===== src/rtl/xgs_powerup_seq.sv =====
// -----------------------------------------------------------------------------
// xgs_powerup_seq
//
// Power-up / power-down sequencer for the XGS image sensor. Turns the level
// request from the SENSOR_POWERUP register into a timed sequence: enable the
// sensor external clock, release sensor reset, wait for sensor ready, and
// report progress in SENSOR_STATUS. Dropping the request at any point runs
// the reverse sequence: reset is asserted first, and the clock stops only
// after T_RST2CLK cycles.
//
// Parameters (cycles, 1..65535, 0 behaves as 1):
//   T_CLK2RST  clock enable  -> reset release
//   T_RST2RDY  reset release -> ready
//   T_RST2CLK  reset assert  -> clock disable (power-down)
//
// Ports:
//   axiClk100MHz      in   system clock, rising edge
//   axiReset          in   synchronous, active-high reset
//   cfg_powerup       in   1 = power up, 0 = power down (level)
//   sensor_extclk_en  out  sensor external clock buffer enable
//   sensor_reset_n    out  sensor reset, active-low
//   stat_clk_en       out  copy of sensor_extclk_en  (SENSOR_STATUS[0])
//   stat_reset_n      out  copy of sensor_reset_n    (SENSOR_STATUS[1])
//   stat_ready        out  sensor usable, SPI allowed (SENSOR_STATUS[2])
//   stat_busy         out  sequence in progress (CLK_ON, RST_WAIT, PDN_RST)
//   stat_state        out  OFF=0 CLK_ON=1 RST_WAIT=2 READY=3 PDN_RST=4
//   evt_ready         out  one-cycle pulse on entry to READY
//   evt_off           out  one-cycle pulse on entry to OFF from PDN_RST
// -----------------------------------------------------------------------------
module xgs_powerup_seq #(
    parameter int unsigned T_CLK2RST = 100,
    parameter int unsigned T_RST2RDY = 200,
    parameter int unsigned T_RST2CLK = 50
) (
    input  logic       axiClk100MHz,
    input  logic       axiReset,
    input  logic       cfg_powerup,
    output logic       sensor_extclk_en,
    output logic       sensor_reset_n,
    output logic       stat_clk_en,
    output logic       stat_reset_n,
    output logic       stat_ready,
    output logic       stat_busy,
    output logic [2:0] stat_state,
    output logic       evt_ready,
    output logic       evt_off
);

    typedef enum logic [2:0] {
        ST_OFF      = 3'd0,
        ST_CLK_ON   = 3'd1,
        ST_RST_WAIT = 3'd2,
        ST_READY    = 3'd3,
        ST_PDN_RST  = 3'd4
    } state_t;

    // Counter load values: a state lasts (load + 1) cycles, and a zero
    // parameter is clamped so the state still lasts one cycle.
    localparam logic [15:0] LOAD_CLK2RST = (T_CLK2RST == 0) ? 16'd0 : 16'(T_CLK2RST - 1);
    localparam logic [15:0] LOAD_RST2RDY = (T_RST2RDY == 0) ? 16'd0 : 16'(T_RST2RDY - 1);
    localparam logic [15:0] LOAD_RST2CLK = (T_RST2CLK == 0) ? 16'd0 : 16'(T_RST2CLK - 1);

    state_t      state;
    state_t      state_next;
    logic [15:0] cnt;
    logic [15:0] cnt_next;

    // Next-state and shared counter. The counter is loaded on entry to a
    // timed state and the state is left on the cycle after it reads zero.
    // A dropped request aborts CLK_ON / RST_WAIT ahead of counter expiry.
    always_comb begin
        // NOTE: defaults first so every path assigns both signals; a missing
        // branch would otherwise infer a latch.
        state_next = state;
        cnt_next   = cnt;
        case (state)
            ST_OFF: begin
                cnt_next = '0;
                if (cfg_powerup) begin
                    state_next = ST_CLK_ON;
                    cnt_next   = LOAD_CLK2RST;
                end
            end
            ST_CLK_ON: begin
                if (!cfg_powerup) begin
                    state_next = ST_PDN_RST;
                    cnt_next   = LOAD_RST2CLK;
                end else if (cnt == 16'd0) begin
                    state_next = ST_RST_WAIT;
                    cnt_next   = LOAD_RST2RDY;
                end else begin
                    cnt_next = cnt - 16'd1;
                end
            end
            ST_RST_WAIT: begin
                if (!cfg_powerup) begin
                    state_next = ST_PDN_RST;
                    cnt_next   = LOAD_RST2CLK;
                end else if (cnt == 16'd0) begin
                    state_next = ST_READY;
                    cnt_next   = '0;
                end else begin
                    cnt_next = cnt - 16'd1;
                end
            end
            ST_READY: begin
                cnt_next = '0;
                if (!cfg_powerup) begin
                    state_next = ST_PDN_RST;
                    cnt_next   = LOAD_RST2CLK;
                end
            end
            // The request is ignored here so reset always precedes clock stop
            // by the full T_RST2CLK; arriving in OFF forces one OFF cycle.
            ST_PDN_RST: begin
                if (cnt == 16'd0) begin
                    state_next = ST_OFF;
                    cnt_next   = '0;
                end else begin
                    cnt_next = cnt - 16'd1;
                end
            end
            default: begin
                state_next = ST_OFF;
                cnt_next   = '0;
            end
        endcase
    end

    // State, counter and registered outputs. Outputs are decoded from the
    // next state so they change on the same edge as the state register.
    always_ff @(posedge axiClk100MHz) begin
        // NOTE: non-blocking assignments for all state so every register
        // samples pre-edge values regardless of statement order.
        if (axiReset) begin
            state            <= ST_OFF;
            cnt              <= '0;
            sensor_extclk_en <= 1'b0;
            sensor_reset_n   <= 1'b0;
            stat_ready       <= 1'b0;
            stat_busy        <= 1'b0;
            evt_ready        <= 1'b0;
            evt_off          <= 1'b0;
        end else begin
            state            <= state_next;
            cnt              <= cnt_next;
            sensor_extclk_en <= (state_next != ST_OFF);
            sensor_reset_n   <= (state_next == ST_RST_WAIT) || (state_next == ST_READY);
            stat_ready       <= (state_next == ST_READY);
            stat_busy        <= (state_next == ST_CLK_ON) || (state_next == ST_RST_WAIT) ||
                                (state_next == ST_PDN_RST);
            evt_ready        <= (state_next == ST_READY) && (state != ST_READY);
            evt_off          <= (state_next == ST_OFF) && (state == ST_PDN_RST);
        end
    end

    // Status copies come straight from registers, so they stay registered.
    assign stat_clk_en  = sensor_extclk_en;
    assign stat_reset_n = sensor_reset_n;
    assign stat_state   = state;

endmodule

===== config.mk =====
export PLATFORM = sky130hd
export DESIGN_NAME = xgs_powerup_seq
export DESIGN_NICKNAME = d
export VERILOG_FILES = /design/src/rtl/xgs_powerup_seq.sv
export SDC_FILE = /design/constraint.sdc
export NUM_CORES = 1
export LEC_CHECK = 0
export ABC_AREA = 1
export CAP_MARGIN = 10
export CORE_ASPECT_RATIO = 0.5
export CORE_UTILIZATION = 49
export CTS_CLUSTER_SIZE = 40
export DETAILED_ROUTE_END_ITERATION = 8
export GPL_TIMING_DRIVEN = 0
export PLACE_DENSITY_LB_ADDON = 0.12
export RECOVER_POWER = 25
export SETUP_SLACK_MARGIN = 0.02
export SLEW_MARGIN = 20
export SYNTH_ARGS = -nofsm -noshare
export SYNTH_HDL_FRONTEND = slang
export SYNTH_SLANG_ARGS = --single-unit
export TNS_END_PERCENT = 5

===== constraint.sdc =====
create_clock -name axiClk100MHz -period 1.3 [get_ports axiClk100MHz]
set_input_delay 0.195 -clock axiClk100MHz [delete_from_list [all_inputs] [get_ports axiClk100MHz]]
set_output_delay 0.195 -clock axiClk100MHz [all_outputs]
set_load 0.005 [all_outputs]

==> impl_metrics.yaml, run 1 <==
status:
  status: "complete, but fails checks"
  violations: "setup timing"
timing:
  min_period_over_period: 1.02
  maxSlewViolCount: 0
  hold_violations: 0
  setup_viol: 2
  layout_setup_ws_ps: -24.3
  max_freq_mhz: 755
  worst_slew_pin_slew_ps: 295
  post-route-min-period_ps: 1320
  whs_ps: 174
  slew_headroom: 0.801
  rsz0062_at_grt: "true"
  clock_skew_ps: 3.50
finish:
  fill_cells: 195
  regArea_um2: 527
  multi_input_area_um2: 851
  area_growth_pct: 33.1
  layout-drive-gt1-share: 0.456
  final_net_count: 201
  diodes: 0
  final_util: 0.736
setup_path:
  cp_cell_sequence: "nor2_4 > nand2_2 > nor2_4 > nand2_4 > nand2_2 > nand3b_1 > nand2_1 > a21oi_1"
  crit_family: "simple AND/OR/NAND/NOR gates"
  max_stage_delay_ps: 350
  reg2reg_from: "cnt[8]$_SDFF_PP0_"
  crit_start: "cnt[8]$_SDFF_PP0_"
  path_depth: 8
  ff2ff_path_depth: 8
  crit_required_ps: 1470
  path_class: "reg2reg"
  worstPathMaxFanout: 5
  worst_setup_path_end_kind: "register"
  worst_ep_arrival_time_ps: 1490
  critPathSlowestCell: "dfxtp_2"
  start_kind: "register"
  critical_path_buf_inv_count: 0
synthesis:
  ys_seq_area_frac: 0.381
  ys_seq_elements: 25
  synthMuxAreaShare: 0
  synth_area_per_cell_um2: 7.68
  synth_fp_nets: 176
  synth_warnings: 0
  synth_adder_area_share: 0.0191
  synth_cells: 171
  yosysTopAreaCellShare: 0.381
  synth-compound-area-share: 0.0724
  synth.distinct_cells: 27
  yosys.area.top_type: "dfxtp_1"
  synth-xor-area-share: 0.0801
  ys_top_cells_by_area: "dfxtp_1 38%, nand2_1 8.3%, nor2_1 6.9%"
  synthSimpleGateAreaFrac: 0.369
  synth_top_family_by_area: "simple AND/OR/NAND/NOR gates"
  synth_area_mm2: 0.00131
global_route:
  antenna_found_initial: 0
  track_usage: 0.203
  grt_pass1_wl_mm: 4.15
  grt_max_degree: 14
  grt_pass1_vias: 985
  overflow: 0
floorplan:
  initial_core_util: 0.553
  die_w_um: 75.2
  rows: 12
  die_h_um: 38.6
  core_mm2: 0.00237
  num_io_pins: 14
  die_area_mm2: 0.00290
pwr:
  p_leak_nw: 0.823
  p_per_area_mw_per_mm2: 1360
  ir_drop_v: 0.000662
routing:
  avgRoutedWirePerCell_um: 11.6
  ant_nets: 0
  remaining_drc_errors: 0
  vias: 1104
  wl_mm: 2.66
  first_pass_iters: 4
  vias_per_cell: 4.80
  drt_iter0_drc: 35
cts:
  clkTransAtPathRegs_ps: 90
  clock_latency_ps: 270
  cts.sinks: 25
  cts_tree: "built"
  cts_buffer_depth: 2
  cts_buffers: 3
  cts-htree-levels: 1
  cts_root_buf: "clkbuf_8"
place:
  routabilityCongestion: 0.838
  portBuffers: 12
  dp_hpwl_mm: 1.81
min_path:
  min_from: "axiReset"
  hp-class: "in2reg"
  hold_path_depth: 2
flow_run:
  drv_cap: 0
==> what timing repair did <==
item	in CTS	in global routing
resized for setup	25	44
pin swaps	6	15
setup buffers	3	5
hold buffers	0	0
endpoints found under the setup margin	33	27
==> per-stage QoR <==
step / TNS, ps / std cells / cell area, um2 / power [mW] / setup WS, ps
after CTS: -307 / 225 / 1580 / 2.19 / -68.7
after detailed placement: -2230 / 218 / 1480 / 1.67 / -175
after global routing: -1860 / 230 / 1750 / 2.53 / -139
after global placement: -2050 / 218 / 1480 / 1.66 / -177
final: -43.1 / 230 / 1750 / 2.37 / -24.3
after floorplan: 0 / 171 / 1320 / 1.51 / 29.7
==> cells by family (layout without fill, tap and decap cells) <==
logic type                 count (synthesis)  count (layout)
xor gates and xnor gates                  12              12
and+or+nand+nor                           92              92
AOI/OAI and AO/OA                         16              16
adders and majority gates                  2               2
DFF                                       25              25
buffers and inverters                     24              48
==> power by group <==
| part | internal (mW) | total [mW] | switching (mW) | leakage [nW] |
|---|---|---|---|---|
| Sequential | 0.829 | 0.905 | 0.0762 | 0.211 |
| Combinational | 0.444 | 1.00 | 0.559 | 0.589 |
| Clock | 0.220 | 0.465 | 0.245 | 0.0228 |
==> metal layers <==
metal,up-vias,GRT usage,wire length (um)
met3,9,0.0625,88
met5,-,0,0
met2,15,0.342,1280
met4,0,0.0833,59
met1,501,0.246,1230
li1,579,-,-
==> flip-flops by register name (all words and copies together), names as in the netlist <==
register,flops
stat_busy,1
cnt,16
stat_ready,1
sensor_reset_n,1
stat_state,3
evt_off,1
evt_ready,1
sensor_extclk_en,1
==> cells in the final DEF (no fill, tap or decap), drive strengths merged <==
cell type	synthesis	routed
a21boi	1	1
clkdlybuf4s50	0	1
dfxtp	25	25
ha	2	2
nor3	7	7
dlygate4sd2	0	7
clkdlybuf4s25	0	2
nand2	39	39
nand3b	1	1
nor4	1	1
a21oi	10	10
inv	20	20
nand4	1	1
buf	2	11
xnor2	6	6
o21ai	4	4
dlymetal6s2s	0	1
a31oi	1	1
clkbuf	1	5
nand3	9	9
nor2	34	34
xor2	6	6
clkinv	1	1
==> layout make-up <==
type | count | share of cell area
Buffer | 3 | 0.0129
Clock buffer | 4 | 0.0258
Inverter | 21 | 0.0473
Multi-Input combinational cell | 122 | 0.487
Sequential cell | 25 | 0.302
Tap cell | 35 | 0.0251
Timing Repair Buffer | 20 | 0.100
==> cell usage after synthesis (all sizes together) <==
| library cell | n |
|---|---|
| nor3 | 7 |
| xor2 | 6 |
| nand4 | 1 |
| dfxtp | 25 |
| nand3b | 1 |
| a21oi | 10 |
| buf | 2 |
| xnor2 | 6 |
| clkinv | 1 |
| nand3 | 9 |
| a21boi | 1 |
| clkbuf | 1 |
| nand2 | 39 |
| ha | 2 |
| o21ai | 4 |
| inv | 20 |
| nor2 | 34 |
| a31oi | 1 |
| nor4 | 1 |
==> final timing paths <==
path,end,slack [ps]
worst min-delay path,stat_state[2]$_SDFF_PP0_,170
worst max register to register,stat_busy$_SDFF_PP0_,-20
worst min register to register,cnt[0]$_SDFF_PP0_,560
worst max-delay path,stat_busy$_SDFF_PP0_,-20
No activity file was read; power rests on OpenSTA's default activity.
==> run 2, diff against run 1 <==
--- a/config.mk
+++ b/config.mk
@@ -9,6 +9,7 @@
 export CAP_MARGIN = 10
 export CORE_ASPECT_RATIO = 0.5
 export CORE_UTILIZATION = 49
+export CTS_BUF_LIST = sky130_fd_sc_hd__clkbuf_16
 export CTS_CLUSTER_SIZE = 40
 export DETAILED_ROUTE_END_ITERATION = 8
 export GPL_TIMING_DRIVEN = 0
==> impl_metrics.yaml, run 2 (same netlist as run 1, synthesis figures left out) <==
place:
  portBuffers: 12
  postPlaceCellArea_mm2: 0.00148
  dp_hpwl_mm: 1.81
  routabilityCongestion: 0.838
  dp_cells: 218
cts:
  cts_buffers: 3
  cts_buffer_depth: 2
  ctsHoldBuffers: 0
  cts-htree-levels: 1
  cts_tree: "built"
  cts_root_buf: "clkbuf_16"
  clkTransAtPathRegs_ps: 60
  cts.sinks: 25
  clock_latency_ps: 260
finish:
  final_common_cell: "nand2_2"
  largest_reg_flops: 16
  final_cell_mix: "19 x nand2_2, 15 x nand2_1, 15 x nor2_1, 15 x inv_1, 15 x buf_4"
  final_net_count: 206
  diodes: 0
  postLayoutCellArea_mm2: 0.00188
  layout-drive-gt1-share: 0.515
  area_growth_pct: 43.5
  finalNonFillerCells: 235
  top_register: "cnt"
  fill_cells: 157
timing:
  whs_ps: 190
  rsz0062_at_grt: "true"
  post-route-min-period_ps: 1320
  maxSlewViolCount: 0
  slew_headroom: 0.800
  hold_violations: 0
  layout_setup_ws_ps: -21.0
  max_freq_mhz: 757
  clock_skew_ps: 5.65
  setup_viol: 12
  worst_slew_pin_slew_ps: 297
  min_period_over_period: 1.02
floorplan:
  rows: 12
  die_w_um: 75.2
  core_mm2: 0.00237
  num_io_pins: 14
  initial_core_util: 0.553
  die_h_um: 38.6
  die_area_mm2: 0.00290
routing:
  avgRoutedWirePerCell_um: 12.0
  met2_length_mm: 1.33
  drt-met1-wl_mm: 1.33
  remaining_drc_errors: 0
  first_pass_iters: 4
  met3RoutedLength_um: 125
  drt_iter0_drc: 44
  ant_nets: 0
  vias: 1134
  wl_mm: 2.82
  vias_per_cell: 4.83
  maxUsedRoutingLayer: "met4"
pwr:
  p_leak_nw: 0.923
  p_per_area_mw_per_mm2: 1420
  p_switching_mw: 0.944
  total_power_mw: 2.68
  ir_drop_v: 0.000664
  p_comb_frac: 0.410
  power_frac_clock: 0.250
  p_int_mw: 1.74
  sw_frac_of_total: 0.352
  p_seq_frac: 0.340
setup_path:
  path_class: "reg2reg"
  max_stage_delay_ps: 340
  worstPathMaxFanout: 5
  crit_required_ps: 1450
  critPathSlowestCell: "dfxtp_2"
  start_kind: "register"
  worst_ep_arrival_time_ps: 1470
  crit_family: "simple AND/OR/NAND/NOR gates"
  critical_path_buf_inv_count: 0
  cp_cell_sequence: "nor2_4 > nand2_2 > nor2_4 > nand2_4 > o21ai_4 > nand2_2 > a21oi_2 > nor2_1"
  worst_setup_path_end_kind: "register"
global_route:
  grt_pass1_wl_mm: 4.33
  track_usage: 0.207
  overflow: 0
  grt_max_degree: 14
  antenna_found_initial: 0
  grt_pass1_vias: 1023
status:
  violations: "setup timing"
  status: "complete, but fails checks"
min_path:
  hp-class: "in2reg"
flow_run:
  drv_cap: 0
run 2: changes by cell type in the layout (fill, tap and decap cells not counted), sizes merged:
cell / change
clkbuf: -1
clkinv: -1
dlymetal6s2s: +5
clkdlybuf4s25: +1
dlygate4sd2: -6
buf: +5
inv: +2
run 2: path summary, 6_finish.rpt:
kind | startpoint | end | slack, ps | cells after the start
worst max register to register | cnt[8]$_SDFF_PP0_ | cnt[5]$_SDFF_PP0_ | -20 | 8
worst max-delay path | cnt[8]$_SDFF_PP0_ | cnt[5]$_SDFF_PP0_ | -20 | 8
worst min register to register | cnt[14]$_SDFF_PP0_ | cnt[14]$_SDFF_PP0_ | 550 | 2
worst min-delay path | axiReset | cnt[5]$_SDFF_PP0_ | 190 | 2
run 2: layout make-up:
| cell class | count | area [um2] | share of cell area |
|---|---|---|---|
| Timing Repair Buffer | 25 | 233 | 0.124 |
| Inverter | 21 | 86.3 | 0.0458 |
| Multi-Input combinational cell | 122 | 887 | 0.471 |
| Sequential cell | 25 | 532 | 0.282 |
| Clock buffer | 3 | 75.1 | 0.0399 |
| Clock inverter | 1 | 3.75 | 0.00199 |
| Buffer | 3 | 22.5 | 0.0120 |
| Tap cell | 35 | 43.8 | 0.0233 |
run 2: layer usage:
layer,up-vias,GRT usage
li1,593,-
met1,509,0.256
met2,26,0.354
met3,6,0.0625
met4,0,0.0648
met5,-,0
run 2: repair_timing:
item / CTS / global route
pin swaps: 5 / 27
endpoints found under the setup margin: 30 / 32
resized for setup: 22 / 62
endpoints found under the hold margin: 0 / 0
setup buffers: 3 / 10
run 2: stage by stage:
step                      setup WS, ps  setup TNS (ps)   util
after detailed placement          -175           -2230  0.624
final                            -21.0            -133  0.794
after global placement            -177           -2050  0.624
after floorplan                   29.7               0      -
after global routing              -117           -1650  0.794
after CTS                        -42.8            -373  0.685
run 2: power groups by stage:
stage,clock network [mW],registers (mW),logic [mW]
after floorplan,0,0.882,0.632
after global placement,0,0.889,0.769
after detailed placement,0,0.891,0.779
after CTS,0.683,0.879,0.854
after global routing,0.722,0.918,1.20
final,0.670,0.911,1.10
==> run 3, diff against run 2 <==
--- a/config.mk
+++ b/config.mk
@@ -5,9 +5,7 @@
 export SDC_FILE = /design/constraint.sdc
 export NUM_CORES = 1
 export LEC_CHECK = 0
-export ABC_AREA = 1
 export CAP_MARGIN = 10
-export CORE_ASPECT_RATIO = 0.5
 export CORE_UTILIZATION = 49
 export CTS_BUF_LIST = sky130_fd_sc_hd__clkbuf_16
 export CTS_CLUSTER_SIZE = 40
==> impl_metrics.yaml, run 3 <==
timing:
  min_period_over_period: 1.49
  whs_ps: 302
  worst_slew_pin_slew_ps: 393
  clock_skew_ps: 2.67
  maxSlewViolCount: 0
  layout_setup_ws_ps: -643
  rsz0062_at_grt: "true"
  hold_violations: 0
  slew_headroom: 0.738
  setup_viol: 26
  max_freq_mhz: 515
  post-route-min-period_ps: 1940
floorplan:
  die_area_mm2: 0.00280
  initial_core_util: 0.517
  core_mm2: 0.00245
  die_h_um: 52.9
  num_io_pins: 14
  die_w_um: 52.9
  rows: 18
routing:
  vias_per_cell: 5.52
  wl_mm: 2.67
  remaining_drc_errors: 0
  avgRoutedWirePerCell_um: 13.2
  vias: 1120
  first_pass_iters: 4
  ant_nets: 0
  drt_iter0_drc: 25
synthesis:
  synth_area_mm2: 0.00127
  ys_seq_elements: 25
  ys_seq_area_frac: 0.394
  synth_edf_count: 0
  yosys.area.top_type: "dfxtp_1"
  synth.distinct_cells: 36
  synth_warnings: 0
  ys_async_sr_fraction: 0
  synth-main-ff-cell: "dfxtp_1"
  synth_fp_nets: 154
  ys_top_cells_by_area: "dfxtp_1 39%, xor2_1 7.6%, nor2_1 5.9%"
  yosysTopAreaCellShare: 0.394
  synth_cells: 149
  synth_most_common_cell: "dfxtp_1"
  synth_area_per_cell_um2: 8.51
  synth_common_cells: "25 x dfxtp_1, 20 x nor2_1, 13 x a21oi_1"
cts:
  cts.sinks: 25
  cts_buffer_depth: 2
  cts-htree-levels: 1
  cts_root_buf: "clkbuf_16"
  clock_latency_ps: 260
  ctsHoldBuffers: 0
  clkTransAtPathRegs_ps: 60
  cts_buffers: 3
  cts_tree: "built"
setup_path:
  crit_required_ps: 1430
  cp_common_cell: "or4_4"
  critPathSlowestCell: "or4_4"
  worstPathMaxFanout: 5
  critical_path_buf_inv_count: 0
  path_class: "reg2reg"
  reg2reg_slack_ps: -640
  worst_ep_arrival_time_ps: 2080
  start_kind: "register"
  cp_cell_sequence: "or4_4 > or4_4 > nand2_4 > a311o_2 > a21oi_1"
  worst_setup_path_end_kind: "register"
  max_stage_delay_ps: 630
  crit_family: "simple AND/OR/NAND/NOR gates"
pwr:
  p_leak_nw: 0.719
  p_per_area_mw_per_mm2: 1700
  ir_drop_v: 0.00106
place:
  dp_hpwl_mm: 1.83
  routabilityCongestion: 0.827
  dp_cells: 190
  portBuffers: 11
finish:
  final_common_cell: "nor2_1"
  area_growth_pct: 28.1
  final_cell_mix: "20 x nor2_1, 17 x dfxtp_1, 13 x buf_4"
  top_register: "cnt"
  final_util: 0.662
  largest_reg_flops: 16
  layout-drive-gt1-share: 0.277
  finalNonFillerCells: 203
  diodes: 0
  final_net_count: 179
status:
  violations: "setup timing"
  status: "complete, but fails checks"
flow_run:
  drv_cap: 0
global_route:
  grt_pass1_vias: 996
  antenna_found_initial: 0
  track_usage: 0.216
  grt_max_degree: 14
  overflow: 0
  grt_pass1_wl_mm: 4.37
min_path:
  hp-class: "in2reg"
[run 3: cell types whose count changed in the layout (fill, tap and decap cells not counted), moves of 8 or more]
cell and delta:
dfxtp_2 -8, nand2_2 -18, dfxtp_1 +9, inv_1 -12
nor2_4 -13
[run 3: worst reg2reg max path, stage by stage, from the launching register on]
cell and delay (ps):
dfxtp_4 340, or4_4 560, or4_4 630, nand2_4 90, a311o_2 150, a21oi_1 50
[run 3: through the flow]
stage          worst slack (ps)  TNS (ps)  instance area (um2)  power, mW
2_1_floorplan              -645    -12230                 1280       1.75
3_3_place_gp               -745    -15660                 1430       1.94
3_5_place_dp               -772    -16310                 1430       1.96
4_1_cts                    -643    -13610                 1530       2.65
5_1_grt                    -674    -13950                 1630       2.95
6_report                   -643    -12540                 1630       2.77
[run 3: final timing paths]
path                                         start                   end  cells past startpoint
worst max register to register   cnt[2]$_SDFF_PP0_  stat_busy$_SDFF_PP0_                      5
worst max-delay path             cnt[2]$_SDFF_PP0_  stat_busy$_SDFF_PP0_                      5
worst min register to register  cnt[12]$_SDFF_PP0_    cnt[12]$_SDFF_PP0_                      2
worst min-delay path                      axiReset     cnt[5]$_SDFF_PP0_                      2
[run 3: kinds of logic (layout without fill, tap and decap cells)]
kind of cell	after synthesis	in the layout	share of synthesized area
buffers and inverters	12	36	0.0513
DFF	25	25	0.394
and+or+nand+nor	70	70	0.315
xor gates and xnor gates	16	16	0.110
adders and majority gates	2	2	0.0197
AOI/OAI and AO/OA	24	24	0.109
[run 3: repair_timing]
action / 4_1_cts / 5_1_grt
buffers inserted: 3 / 7
endpoints found under the hold margin: 0 / 0
endpoints found under the setup margin: 30 / 31
pin swaps: 18 / 5
resized for setup: 13 / 14
[run 3: layout make-up]
| type | count | area, um2 |
|---|---|---|
| inverter | 4 | 17.5 |
| timing repair buffer | 21 | 190 |
| sequential | 25 | 518 |
| clock buffer | 3 | 75.1 |
| buffer | 7 | 38.8 |
| fill | 208 | 830 |
| tap | 30 | 37.5 |
| clock inverter | 1 | 3.75 |
| multi-input combinational | 112 | 744 |
[run 3: power breakdown]
group          internal [mW]  switching (mW)  total, mW
clock network          0.411           0.264      0.675
registers              0.850          0.0749      0.924
logic                  0.566           0.602       1.17
total                   1.83           0.940       2.77
[run 3: routing by layer]
layer | global-route usage | vias to the layer above | part of all wire
met3 | 0.0374 | 3 | 0.043
li1 | - | 559 | -
met2 | 0.340 | 27 | 0.46
met4 | 0.0877 | 0 | 0.013
met1 | 0.288 | 531 | 0.48
met5 | 0 | - | 0
